**src/rtl/lut_encoder.sv**
```systemverilog
// Purpose: run-time loadable key->code lookup table with hit flag, lowest matching index and hit/miss counters.
// Latency: 2 cycles (accept edge N, result valid after edge N+1), 1 word/cycle sustained.
// Backpressure: out_ready=0 holds the output stage; in_ready drops only when both stages hold a word.
//
// Ports:
//   clk, rst                        clock, synchronous active-high reset
//   cfg_we/cfg_addr/cfg_key/
//   cfg_code/cfg_en                 table write port (addresses >= DEPTH ignored)
//   in_valid/in_ready/in_data       lookup key stream
//   out_valid/out_ready/out_code/
//   out_hit/out_idx                 result stream
//   hit_cnt/miss_cnt                saturating counts of accepted results
module lut_encoder #(
    parameter int                 WIDTH     = 32,
    parameter int                 DEPTH     = 8,
    parameter int                 IDXW      = $clog2(DEPTH),
    parameter logic [WIDTH-1:0]   MISS_CODE = '0,
    parameter int                 CNTW      = 16
) (
    input  logic             clk,
    input  logic             rst,
    input  logic             cfg_we,
    input  logic [IDXW-1:0]  cfg_addr,
    input  logic [WIDTH-1:0] cfg_key,
    input  logic [WIDTH-1:0] cfg_code,
    input  logic             cfg_en,
    input  logic             in_valid,
    output logic             in_ready,
    input  logic [WIDTH-1:0] in_data,
    output logic             out_valid,
    input  logic             out_ready,
    output logic [WIDTH-1:0] out_code,
    output logic             out_hit,
    output logic [IDXW-1:0]  out_idx,
    output logic [CNTW-1:0]  hit_cnt,
    output logic [CNTW-1:0]  miss_cnt
);

    typedef struct packed {
        logic             hit;
        logic [IDXW-1:0]  idx;
        logic [WIDTH-1:0] code;
    } res_t;

    localparam logic [IDXW:0] DEPTH_W = (IDXW+1)'(DEPTH);

    // Table storage. Only the enables are reset; a disabled entry never matches,
    // so stale keys/codes are harmless.
    logic [WIDTH-1:0] tbl_key  [DEPTH];
    logic [WIDTH-1:0] tbl_code [DEPTH];
    logic [DEPTH-1:0] tbl_en;

    logic addr_ok;
    assign addr_ok = ({1'b0, cfg_addr} < DEPTH_W);

    always_ff @(posedge clk) begin
        if (rst) begin
            tbl_en <= '0;
        end else if (cfg_we && addr_ok) begin
            tbl_en[cfg_addr] <= cfg_en;
        end
    end

    always_ff @(posedge clk) begin
        if (cfg_we && addr_ok) begin
            tbl_key[cfg_addr]  <= cfg_key;
            tbl_code[cfg_addr] <= cfg_code;
        end
    end

    // Parallel compare + priority encode. Scanning from the top down lets the
    // lowest matching index overwrite any higher one. Reads the registered
    // table, so a same-cycle write is seen only by later lookups.
    res_t lk_res;

    always_comb begin
        lk_res.hit  = 1'b0;
        lk_res.idx  = '0;
        lk_res.code = MISS_CODE;
        for (int i = DEPTH - 1; i >= 0; i--) begin
            if (tbl_en[i] && (tbl_key[i] == in_data)) begin
                lk_res.hit  = 1'b1;
                lk_res.idx  = IDXW'(i);
                lk_res.code = tbl_code[i];
            end
        end
    end

    // Handshake: each stage advances when it is empty or its consumer takes the word.
    logic s1_valid;
    res_t s1_res;
    logic s2_adv;
    logic s1_adv;

    assign s2_adv   = !out_valid || out_ready;
    assign s1_adv   = !s1_valid || s2_adv;
    assign in_ready = s1_adv;

    always_ff @(posedge clk) begin
        if (rst) begin
            s1_valid  <= 1'b0;
            s1_res    <= '0;
            out_valid <= 1'b0;
            out_code  <= '0;
            out_hit   <= 1'b0;
            out_idx   <= '0;
        end else begin
            if (s1_adv) begin
                s1_valid <= in_valid;
                if (in_valid) begin
                    s1_res <= lk_res;
                end
            end
            if (s2_adv) begin
                out_valid <= s1_valid;
                if (s1_valid) begin
                    out_code <= s1_res.code;
                    out_hit  <= s1_res.hit;
                    out_idx  <= s1_res.idx;
                end
            end
        end
    end

    // Counters count results actually taken downstream and stick at all-ones.
    always_ff @(posedge clk) begin
        if (rst) begin
            hit_cnt  <= '0;
            miss_cnt <= '0;
        end else if (out_valid && out_ready) begin
            if (out_hit) begin
                if (hit_cnt != '1) begin
                    hit_cnt <= hit_cnt + CNTW'(1);
                end
            end else begin
                if (miss_cnt != '1) begin
                    miss_cnt <= miss_cnt + CNTW'(1);
                end
            end
        end
    end

endmodule

```
**config.mk**
```make
export PLATFORM = sky130hd
export DESIGN_NAME = lut_encoder
export DESIGN_NICKNAME = d
export VERILOG_FILES = /design/src/rtl/lut_encoder.sv
export SDC_FILE = /design/constraint.sdc
export NUM_CORES = 1
export LEC_CHECK = 0
export BUFFER_PORTS_ARGS = -buffer_cell sky130_fd_sc_hd__buf_2
export CORE_ASPECT_RATIO = 2
export CORE_MARGIN = 10
export CORE_UTILIZATION = 37
export CTS_CLUSTER_DIAMETER = 30
export CTS_CLUSTER_SIZE = 28
export DETAILED_ROUTE_END_ITERATION = 7
export SETUP_SLACK_MARGIN = 0.5
export SYNTH_ARGS = -nofsm -noshare
export SYNTH_HDL_FRONTEND = slang
export SYNTH_SLANG_ARGS = --single-unit
```
**constraint.sdc**
```tcl
create_clock -name clk -period 13.7 [get_ports clk]
set_clock_uncertainty 0.2 [all_clocks]
set_input_delay 2.055 -clock clk [delete_from_list [all_inputs] [get_ports clk]]
set_output_delay 2.055 -clock clk [all_outputs]
set_load 0.01 [all_outputs]
```
# After elaboration in Yosys (flattened, before gate mapping)
# Memories as Yosys holds them, arrays and structs flattened.
# Cells that the tools add are included.
[totals] regBits=114 ramBits=512 input_bits=105 out_inout_bits=70 word_cells=59 n_memories=2
[mem_list] name="tbl_code" depth=8 word_bits=32 read_ports=8 rd_clocked_by_memory_dff=0 write_ports=1 line_no="50" text="logic [WIDTH-1:0] tbl_code [DEPTH];"
[mem_list] name="tbl_key" depth=8 word_bits=32 read_ports=8 rd_clocked_by_memory_dff=0 write_ports=1 line_no="49" text="logic [WIDTH-1:0] tbl_key [DEPTH];"
[classes] n_addsub=2 n_lt_le_gt_ge=2 n_eq_ne=10 muxes=13 bitwise_logic=1 n_reduce_logical=18
[op_table] op="2-to-1 mux 36 bit" count=8
[op_table] op="== test 32 bit" count=8
[op_table] op="adder 16 x 1 -> 16 bit, second input constant" count=2
[op_table] op="inequality test 16 bit, second input constant" count=2
[op_table] op="logical AND 1 bit" count=10
[op_table] op="bitwise mux 8 bit" count=1
[op_table] op="AND reduction 3 bit" count=2
[op_table] op="< comparator 3 x 4 -> 1 bit, second input constant" count=1
[op_table] op="AND reduction 2 bit" count=2
[op_table] op="demux 1 bit (select 3 bit)" count=1
[op_table] op=">= comparator 3 x 1 -> 1 bit, second input constant" count=1
[op_table] op="2-to-1 mux 1 bit" count=3
[op_table] op="zero test 1 bit" count=2
[op_table] op="logical OR 1 bit" count=2
[op_table] op="NOT 1 bit" count=1

# Depth between registers and ports, before layout
# Gate-level depths: netlist of the first run.
# An unclocked memory read counts as a cell.
[logic_depth] depth_word=11 ltp_mapped=10 mapped_depth_nobuf=7

# Worst setup path before layout of the first run
# OpenSTA, ideal clock, no wires.
[synth_timing] path_type="input port to flip-flop" start="input cfg_addr[0]" end="register tbl_en[0]" arrival_ns=7.217 t_required_ns=13.372 slack_ns=6.155 path_stages=4 n_path_buf=0 cell_sequence="nand2b_1 -> nor3_1 -> mux2i_1 -> nor2_1"
[synth_between] elab_chain_len=5
[synth_lines] element="start, declared" line_no="23" text="input logic [IDXW-1:0] cfg_addr,"
[synth_lines] element="< comparator 3 x 4 -> 1 bit (not written as such) / >= comparator 3 x 1 -> 1 bit (equally long branches)" line_no="60" text="tbl_en[cfg_addr] <= cfg_en;"
[synth_lines] element="logical AND 1 bit (not written as such)" line_no="60"
[synth_lines] element="2-to-1 mux 1 bit (not written as such)" line_no="60"
[synth_lines] element="demux 1 bit (select 3 bit) *" line_no="60"
[synth_lines] element="bitwise mux 8 bit *" line_no="60"
[synth_lines] element="end signal, assigned by index" line_no="60"
[synth_lines] element="end, declared" line_no="51" text="logic [DEPTH-1:0] tbl_en;"
# Every way passes the cells marked *; elsewhere a longest branch is shown, timed or not.
# A chain may end at the register's enable or synchronous reset.

# Worst setup path after layout of the first run
[layout_timing] start="input out_ready" end="output in_ready"
[layout_between] elab_chain_len=2
[layout_lines] element="start, declared" line_no="31" text="input logic out_ready,"
[layout_lines] element="logical OR 1 bit" line_no="95" text="assign s2_adv = !out_valid || out_ready;"
[layout_lines] element="logical OR 1 bit" line_no="96" text="assign s1_adv = !s1_valid || s2_adv;"
[layout_lines] element="end, declared" line_no="28" text="output logic in_ready,"
# No other way between the ends.

==> flow_metrics.env, run 1 <==
export IMPL_status="completed"
export IMPL_io_pin_count=175
export IMPL_io_buffers=174
export IMPL_core_area_sq_um=71500
export IMPL_use_met2_pct=40.9
export IMPL_netlist_instances=2035
export IMPL_synth_top_cell_area_share_pct=57.9
export IMPL_cts_setup_buffers=0
export IMPL_use_met1_pct=21.6
export IMPL_dieHeight_microns=399
export IMPL_fp_row_count=139
export IMPL_worst_pin_slew_ps=1140
export IMPL_synthesis_nets=2142
export IMPL_async_flop_share_pct=0
export IMPL_ctsHoldBuffers=0
export IMPL_hold_path_class="reg -> reg"
export IMPL_drc=0
export IMPL_drt_iter0_markers=1341
export IMPL_finalCritPeriodShare_pct=38.3
export IMPL_ant_nets=0
export IMPL_die_w_microns=209
export IMPL_clk_pin_slew_ps=60
export IMPL_yosys_top_cells_area="edfxtp_1 (58%), dfxtp_1 (8.6%), xnor2_1 (4.8%), xor2_1 (4.6%), nand4_1 (3.0%)"
export IMPL_crit_path_frequent_cell="buf_2"
export IMPL_fin_util_pct=44.4
export IMPL_met3_usage_pct=3.72
export IMPL_cp_required_ps=11440
export IMPL_final_common_cell="edfxtp_1"
export IMPL_cts_resized=0
export IMPL_first_global_vias=18328
export IMPL_finalHoldViolCount=0
export IMPL_fmax_ghz=0.191
export IMPL_ctsRootBufferMaster="clkbuf_16"
export IMPL_vias=18002
export IMPL_clock_sinks=626
export IMPL_power_per_cell_area_nw_per_um2=156
export IMPL_p_leak_uw=0.0109
export IMPL_end_kind="output port"
export IMPL_cts_made_buffers=93
export IMPL_busiest_layer="met2"
export IMPL_worstSetupPathType="in -> out"
export IMPL_cts_tree="done"
export IMPL_wl_microns=93800
export IMPL_slew_headroom_pct=24.1
export IMPL_yosysWarnings=0
export IMPL_gp_congestion=0.953
export IMPL_synth_flop_cell="edfxtp_1"
export IMPL_die_area_sq_um=83600
export IMPL_start_util_pct=37.2
export IMPL_routedWlPerCell_microns=29.3
export IMPL_dp_hpwl_microns=63800
export IMPL_synth_edff_count=512
export IMPL_grt_pass1_wl_microns=131000
export IMPL_multiInputGateArea_sq_um=8270
export IMPL_fill_cells=6445
export IMPL_cts_buffer_depth=3
export IMPL_startpoint_type="input pin"
export IMPL_path_buf_inv=2
export IMPL_crit_arrival_ps=2990
export IMPL_cap_violations=0
export IMPL_fin_setup_tns_ps=0
export IMPL_final_cell_mix="edfxtp_1 (512), buf_2 (173), xnor2_1 (146)"
export IMPL_yosysTopAreaCell="edfxtp_1"
export IMPL_fin_crit_ps=5240
export IMPL_slowest_delay_ps=450
export IMPL_vdd_drop_max_mv=0.103
export IMPL_first_pass_iters=7
export IMPL_grt_max_degree=70
export IMPL_yosysSeqAreaShare_pct=66.5
export IMPL_antenna_found_initial=10
export IMPL_netlist_area_sq_um=26600
export IMPL_yosysUniqueCellTypes=55
export IMPL_drive_gt1_share_pct=18.8
export IMPL_rsz0062_at_grt="false"
export IMPL_ys_seq_elements=626
export IMPL_htreeDepth=3
export IMPL_setup_violations_final=0
export IMPL_crit_family="simple AND/OR/NAND/NOR gates"
export IMPL_insertion_delay_ps=670
export IMPL_crit_chain="buf_2 > nor2b_1 > nand2_1 > buf_2"
export IMPL_hold_slack_ps=250
export IMPL_critPathMaxFanout=5
export IMPL_viasPerCell=5.62
export IMPL_finalMaxSlewViolations=0
export IMPL_grtUsageTotal_pct=22.0
export IMPL_areaGrowthSynthToFinish_pct=19.3
export IMPL_gr_total_overflow=0
export IMPL_seqCellArea_sq_um=17700
export IMPL_syn_avg_cell_area_sq_um=13.1
export IMPL_final_nets=2311
export IMPL_slowest_stage="nor2b_1"
==> registers in the layout (all words and copies together) (netlist names) <==
| signal | flops |
|---|---|
| hit_cnt | 16 |
| out_hit | 1 |
| s1_res | 36 |
| tbl_key | 256 |
| out_valid | 1 |
| miss_cnt | 16 |
| s1_valid | 1 |
| out_idx | 3 |
| tbl_en | 8 |
| out_code | 32 |
| tbl_code | 256 |
==> synthesized netlist by cell type, types with 3 or more instances <==
master / instances
nor4b_1: 4
a211oi_1: 32
buf_8: 3
o21ai_0: 42
nand4_1: 127
a21o_1: 32
dlygate4sd1_1: 3
a2111oi_0: 3
nor2_1: 116
buf_2: 38
or3_1: 7
dfxtp_1: 114
inv_1: 42
nand4b_1: 4
or4_1: 9
nor3_1: 54
buf_1: 4
clkbuf_1: 78
and2_1: 3
a21oi_2: 29
nor4_1: 117
buf_6: 3
and4_1: 7
nand3_1: 19
and3_1: 42
xnor2_1: 146
mux2i_1: 5
edfxtp_1: 512
nand2_1: 118
mux2_1: 31
xor2_1: 141
nor2b_1: 3
o211ai_1: 31
a21oi_1: 82
nand2b_1: 5
==> stage by stage <==
| step | cell area (sq um) | setup slack (ps) | std cells | total power [uW] |
|---|---|---|---|---|
| floorplan | 26600 | 6160 | 2035 | 2310 |
| global placement | 28300 | 7840 | 3025 | 2440 |
| detailed placement | 28300 | 7830 | 3025 | 2440 |
| CTS | 31700 | 8450 | 3200 | 4970 |
| global route | 31700 | 8310 | 3201 | 5050 |
| finish | 31700 | 8460 | 3201 | 4930 |
==> kinds of logic (layout without fill, tap and decap cells) <==
group / count (synthesis) / count (layout) / share of synthesized area [%]
AO/OA/AOI/OAI: 262 / 262 / 6.41
buffers and inverters: 174 / 423 / 2.95
multiplexers: 36 / 36 / 1.50
flip-flops: 626 / 626 / 66.5
AND/OR/NAND/NOR: 648 / 648 / 13.1
adder cells (fa/ha/maj): 2 / 2 / 0.0942
XOR/XNOR: 287 / 287 / 9.46
other: 0 / 1 / 0
==> tightest hold or removal path, delay by kind of cell, from the launching register on <==
kind	cells	cell delay, ps
flops	1	310
simple gates	1	50
compound gates	1	50
==> metal layers <==
layer	routed length (microns)	vias up
li1	-	8014
met1	31600	8995
met2	50500	781
met3	5000	208
met4	6710	4
met5	30	-
==> power by group <==
part / total [uW] / switching [uW] / internal [uW]
Combinational: 263 / 197 / 65.9
Sequential: 2140 / 22.0 / 2120
Clock: 2530 / 954 / 1580
Total: 4930 / 1170 / 3760
==> area by class of cell <==
cell class | count | area share (%)
well taps | 916 | 3.61
diodes | 1 | 0.00789
repair buffers | 206 | 3.51
multi-input cells | 1235 | 26.1
inverters | 42 | 0.497
flip-flops and latches | 626 | 55.7
clock inverters | 71 | 2.79
clock buffers | 104 | 7.80
==> path summary, 6_finish.rpt <==
path	startpoint	to	slack, ps	depth (start not counted)
worst max-delay path	out_ready	in_ready	8460	4
worst min-delay path	out_code[15]	out_code[15]	250	2
worst max register to register	tbl_key[2][20]	s1_res[30]	9860	9
worst min register to register	out_code[15]	out_code[15]	250	2
Note: power is estimated with default switching activity, not from simulation.
==> inputs of run 2 (changes only) <==
Clock period 13.7 ns to 5.04 ns, I/O delays scaled along.
==> flow_metrics.env, run 2 (synthesized netlist as in run 1, its figures left out) <==
export IMPL_critPathMaxFanout=32
export IMPL_power_per_cell_area_nw_per_um2=427
export IMPL_slew_headroom_pct=26.8
export IMPL_drive_gt1_share_pct=20.0
export IMPL_crit_chain="xnor2_1 > nand4_1 > or4_2 > nor4_1 > mux2_1 > a21oi_1 > a21oi_2"
export IMPL_status="completed"
export IMPL_routedWlPerCell_microns=29.7
export IMPL_cts_made_buffers=96
export IMPL_start_util_pct=37.2
export IMPL_intPower_uw=10400
export IMPL_areaGrowthSynthToFinish_pct=20.9
export IMPL_worstSetupPathType="reg -> reg"
export IMPL_multiInputGateArea_sq_um=8290
export IMPL_core_area_sq_um=71500
export IMPL_cts_setup_buffers=0
export IMPL_io_buffers=174
export IMPL_dp_hpwl_microns=65700
export IMPL_p_leak_uw=0.0111
export IMPL_final_cell_mix="edfxtp_1 (512), buf_2 (173), xnor2_1 (146)"
export IMPL_post_place_ws_ps=678
export IMPL_worst_pin_slew_ps=1100
export IMPL_clock_sinks=626
export IMPL_cap_violations=0
export IMPL_die_w_microns=209
export IMPL_fin_ws_ps=1350
export IMPL_dieHeight_microns=399
export IMPL_final_common_cell="edfxtp_1"
export IMPL_finalMaxSlewViolations=0
export IMPL_total_power_uw=13700
export IMPL_gr_total_overflow=0
export IMPL_rsz0062_at_grt="false"
export IMPL_finalCritPeriodShare_pct=73.2
export IMPL_fin_setup_tns_ps=0
export IMPL_fill_cells=6427
export IMPL_vias=18133
export IMPL_slowest_delay_ps=1130
export IMPL_ctsHoldBuffers=0
export IMPL_power_switching_uw=3340
export IMPL_startpoint_type="flip-flop"
export IMPL_top_regs="tbl_code x256, tbl_key x256, s1_res x36"
export IMPL_p_comb_share_pct=5.4
export IMPL_clk_pin_slew_ps=60
export IMPL_p_clk_share_pct=52.2
export IMPL_htreeDepth=3
export IMPL_seqCellArea_sq_um=17700
export IMPL_vdd_drop_max_mv=0.325
export IMPL_gp_congestion=0.987
export IMPL_drc=0
export IMPL_grt_max_degree=84
export IMPL_first_pass_iters=7
export IMPL_insertion_delay_ps=680
export IMPL_fp_row_count=139
export IMPL_crit_arrival_ps=4090
export IMPL_slowest_stage="or4_2"
export IMPL_placedCellCount=3046
export IMPL_setup_violations_final=0
export IMPL_cts_buffer_depth=3
export IMPL_cts_tree="done"
export IMPL_ant_nets=0
export IMPL_hold_path_class="in -> reg"
export IMPL_path_buf_inv=0
export IMPL_fin_util_pct=44.9
export IMPL_cts_resized=0
export IMPL_end_kind="flip-flop"
export IMPL_antenna_found_initial=10
export IMPL_finalHoldViolCount=0
export IMPL_fmax_ghz=0.271
export IMPL_die_area_sq_um=83600
export IMPL_wl_microns=95800
export IMPL_io_pin_count=175
export IMPL_grt_pass1_wl_microns=136000
export IMPL_instances_no_fill=3229
export IMPL_final_nets=2335
export IMPL_first_global_vias=18930
export IMPL_fin_crit_ps=3690
export IMPL_ctsRootBufferMaster="clkbuf_16"
export IMPL_swShare_pct=24.4
export IMPL_drt_iter0_markers=1368
export IMPL_viasPerCell=5.62
export IMPL_grtUsageTotal_pct=22.5
export IMPL_cp_required_ps=5440
export IMPL_power_share_sequential_pct=42.4
export IMPL_crit_family="simple AND/OR/NAND/NOR gates"
==> run 2: final timing paths <==
| check | to | start | slack, ps | cells after the start |
|---|---|---|---|---|
| worst max-delay path | s1_res[3] | tbl_key[7][20] | 1350 | 7 |
| worst min-delay path | tbl_code[2][3] | cfg_code[3] | 170 | 1 |
| worst max register to register | s1_res[3] | tbl_key[7][20] | 1350 | 7 |
| worst min register to register | out_code[13] | out_code[13] | 250 | 2 |
==> run 2: final cells by class <==
class	count	area share (%)
antenna	1	0.00779
clock buffer	100	7.69
clock inverter	82	3.29
inverter	42	0.491
multi-input combinational	1235	25.8
sequential	626	55.0
tap	916	3.57
timing repair buffer	227	4.15
==> run 2: power groups by stage <==
| stage | Clock (uW) | Sequential, uW | Combinational (uW) |
|---|---|---|---|
| finish | 7150 | 5820 | 739 |
| CTS | 7250 | 5820 | 739 |
| floorplan | 0 | 5920 | 348 |
| detailed placement | 0 | 5920 | 737 |
| global route | 7460 | 5830 | 774 |
| global placement | 0 | 5920 | 734 |
==> run 2: stage by stage <==
step           hold WS, ps  instance area (sq um)
2_1_floorplan          232                  26600
3_3_place_gp           246                  28600
3_5_place_dp           244                  28600
4_1_cts                120                  32100
5_1_grt                156                  32100
6_report               172                  32100
==> run 2: metal layers <==
metal	vias up	routed length (microns)	GRT usage, %
met3	227	5730	4.13
li1	8059	-	-
met2	843	50800	41.0
met5	-	60	0
met4	10	7430	16.5
met1	8994	31800	22.5
==> inputs of run 3 (changes only) <==
Clock period 5.04 ns to 3.4 ns, I/O delays scaled along.
==> flow_metrics.env, run 3 (synthesized netlist as in run 1, its figures left out) <==
export IMPL_wl_microns=95900
export IMPL_instances_no_fill=3416
export IMPL_cts_buffer_depth=3
export IMPL_clock_sinks=626
export IMPL_fin_ws_ps=412
export IMPL_crit_chain="xor2_4 > nor4_2 > nand4_1 > buf_4 > or4_4 > buf_12 > buf_4 > and3_1 > a211oi_2 > a21oi_2"
export IMPL_fin_crit_ps=2990
export IMPL_ctsRootBufferMaster="clkbuf_16"
export IMPL_startpoint_type="flip-flop"
export IMPL_gr_total_overflow=0
export IMPL_finalMaxSlewViolations=0
export IMPL_die_w_microns=209
export IMPL_power_per_cell_area_nw_per_um2=564
export IMPL_crit_path_frequent_cell="buf_4"
export IMPL_critPathMaxFanout=13
export IMPL_p_leak_uw=0.0122
export IMPL_total_power_uw=19400
export IMPL_htreeDepth=3
export IMPL_end_kind="flip-flop"
export IMPL_finalCritPeriodShare_pct=87.9
export IMPL_grt_max_degree=74
export IMPL_status="completed"
export IMPL_drive_gt1_share_pct=27.0
export IMPL_top_regs="tbl_code x256, tbl_key x256, s1_res x36"
export IMPL_drt_iter0_markers=1600
export IMPL_antenna_found_initial=5
export IMPL_num_antenna_cells=0
export IMPL_worst_pin_slew_ps=955
export IMPL_clk_pin_slew_ps=60
export IMPL_fp_row_count=139
export IMPL_viasPerCell=5.56
export IMPL_cap_violations=0
export IMPL_final_nets=2530
export IMPL_whs_endpoint="tbl_key[5][20]"
export IMPL_gp_congestion=1.04
export IMPL_grtUsageTotal_pct=22.2
export IMPL_vdd_drop_max_mv=0.493
export IMPL_worstSetupPathType="reg -> reg"
export IMPL_die_area_sq_um=83600
export IMPL_post_place_ws_ps=-132
export IMPL_slew_headroom_pct=35.7
export IMPL_crit_family="simple AND/OR/NAND/NOR gates"
export IMPL_grt_pass1_wl_microns=135000
export IMPL_io_buffers=174
export IMPL_cts_tree="done"
export IMPL_first_pass_iters=6
export IMPL_placedCellCount=3170
export IMPL_final_common_cell="edfxtp_1"
export IMPL_cts_made_buffers=91
export IMPL_fmax_ghz=0.335
export IMPL_final_cell_mix="edfxtp_1 (512), buf_2 (173), buf_4 (149)"
export IMPL_regToRegSetupSlack_ps=410
export IMPL_insertion_delay_ps=670
export IMPL_r2r_end="s1_res[8]"
export IMPL_dieHeight_microns=399
export IMPL_slowest_delay_ps=570
export IMPL_rsz0062_at_grt="true"
export IMPL_crit_arrival_ps=3330
export IMPL_areaGrowthSynthToFinish_pct=29.5
export IMPL_cp_required_ps=3740
export IMPL_path_buf_inv=3
export IMPL_finalHoldViolCount=0
export IMPL_fill_cells=6257
export IMPL_setup_violations_final=0
export IMPL_start_util_pct=37.2
export IMPL_drc=0
export IMPL_first_global_vias=19641
export IMPL_dp_hpwl_microns=65900
export IMPL_hold_path_class="in -> reg"
export IMPL_slowest_stage="or4_4"
export IMPL_hold_path_depth=1
export IMPL_min_from="cfg_key[20]"
export IMPL_routedWlPerCell_microns=28.1
export IMPL_ant_nets=0
export IMPL_io_pin_count=175
export IMPL_vias=18981
export IMPL_core_area_sq_um=71500
export IMPL_rr_worst_depth=10
export IMPL_r2r_start="tbl_key[3][16]"
run 3: changes by cell type in the layout (fill, tap and decap cells not counted), sizes merged:
| cell | before | now |
|---|---|---|
| buf | 227 | 363 |
| dlygate4sd3 | 0 | 61 |
| inv | 70 | 59 |
| bufinv | 14 | 7 |
| clkinv | 31 | 36 |
| clkinvlp | 9 | 12 |
| clkbuf | 100 | 101 |
| diode | 1 | 0 |
run 3: what timing repair did:
item | CTS | global route
endpoints found under the hold margin | 463 | 0
gates resized for setup | 59 | 51
cloned | 1 | 3
setup endpoints to repair | 33 | 34
buffers inserted | 2 | 9
pin swaps | 13 | 20
hold buffers | 61 | 0
run 3: worst reg2reg max path: stages, from the launching register on:
cell and delay [ps]:
edfxtp_1 440, xor2_4 220, nor4_2 250, nand4_1 180
buf_4 190, or4_4 570, buf_12 180, buf_4 160
and3_1 180, a211oi_2 210, a21oi_2 70
run 3: final cells by class:
class	count	area [sq um]	share of cell area, %
repair buffers	427	3480	10.1
inverters	42	158	0.458
flip-flops and latches	626	17700	51.3
well taps	916	1150	3.33
clock buffers	98	2340	6.82
multi-input cells	1235	8850	25.7
clock inverters	72	762	2.22
run 3: through the flow:
| stage | cell area (sq um) | hold slack (ps) | utilization, % | TNS, ps |
|---|---|---|---|---|
| detailed placement | 29900 | 247 | 41.8 | -1800 |
| CTS | 34000 | 2.95 | 47.5 | 0 |
| global placement | 29900 | 240 | 41.8 | -2600 |
| finish | 34400 | 47.1 | 48.1 | 0 |
| global route | 34400 | 8.66 | 48.1 | 0 |
| floorplan | 26600 | 232 | - | 0 |
run 3: worst max path at each step:
stage                        start  depth (start not counted)             end
global placement       in_data[11]                         11      s1_res[19]
finish              tbl_key[3][16]                         10       s1_res[8]
floorplan              cfg_addr[0]                          2  tbl_code[2][0]
CTS                  tbl_key[3][1]                         10      s1_res[22]
global route        tbl_key[3][16]                         10       s1_res[0]
detailed placement     in_data[30]                         10      s1_res[15]
run 3: per-layer routing:
metal  vias to the layer above  wire length (microns)  global-route usage, %
li1                       8429                      -                      -
met1                      9503                  31600                   21.5
met2                       791                  51600                   40.9
met3                       252                   5220                   4.05
met4                         6                   7480                   17.1
met5                         -                     35                      0
run 3: power by group:
group          switching (uW)  total (uW)  internal, uW
clock                    3790        9460          5660
combinational             862        1310           447
sequential               93.4        8630          8540
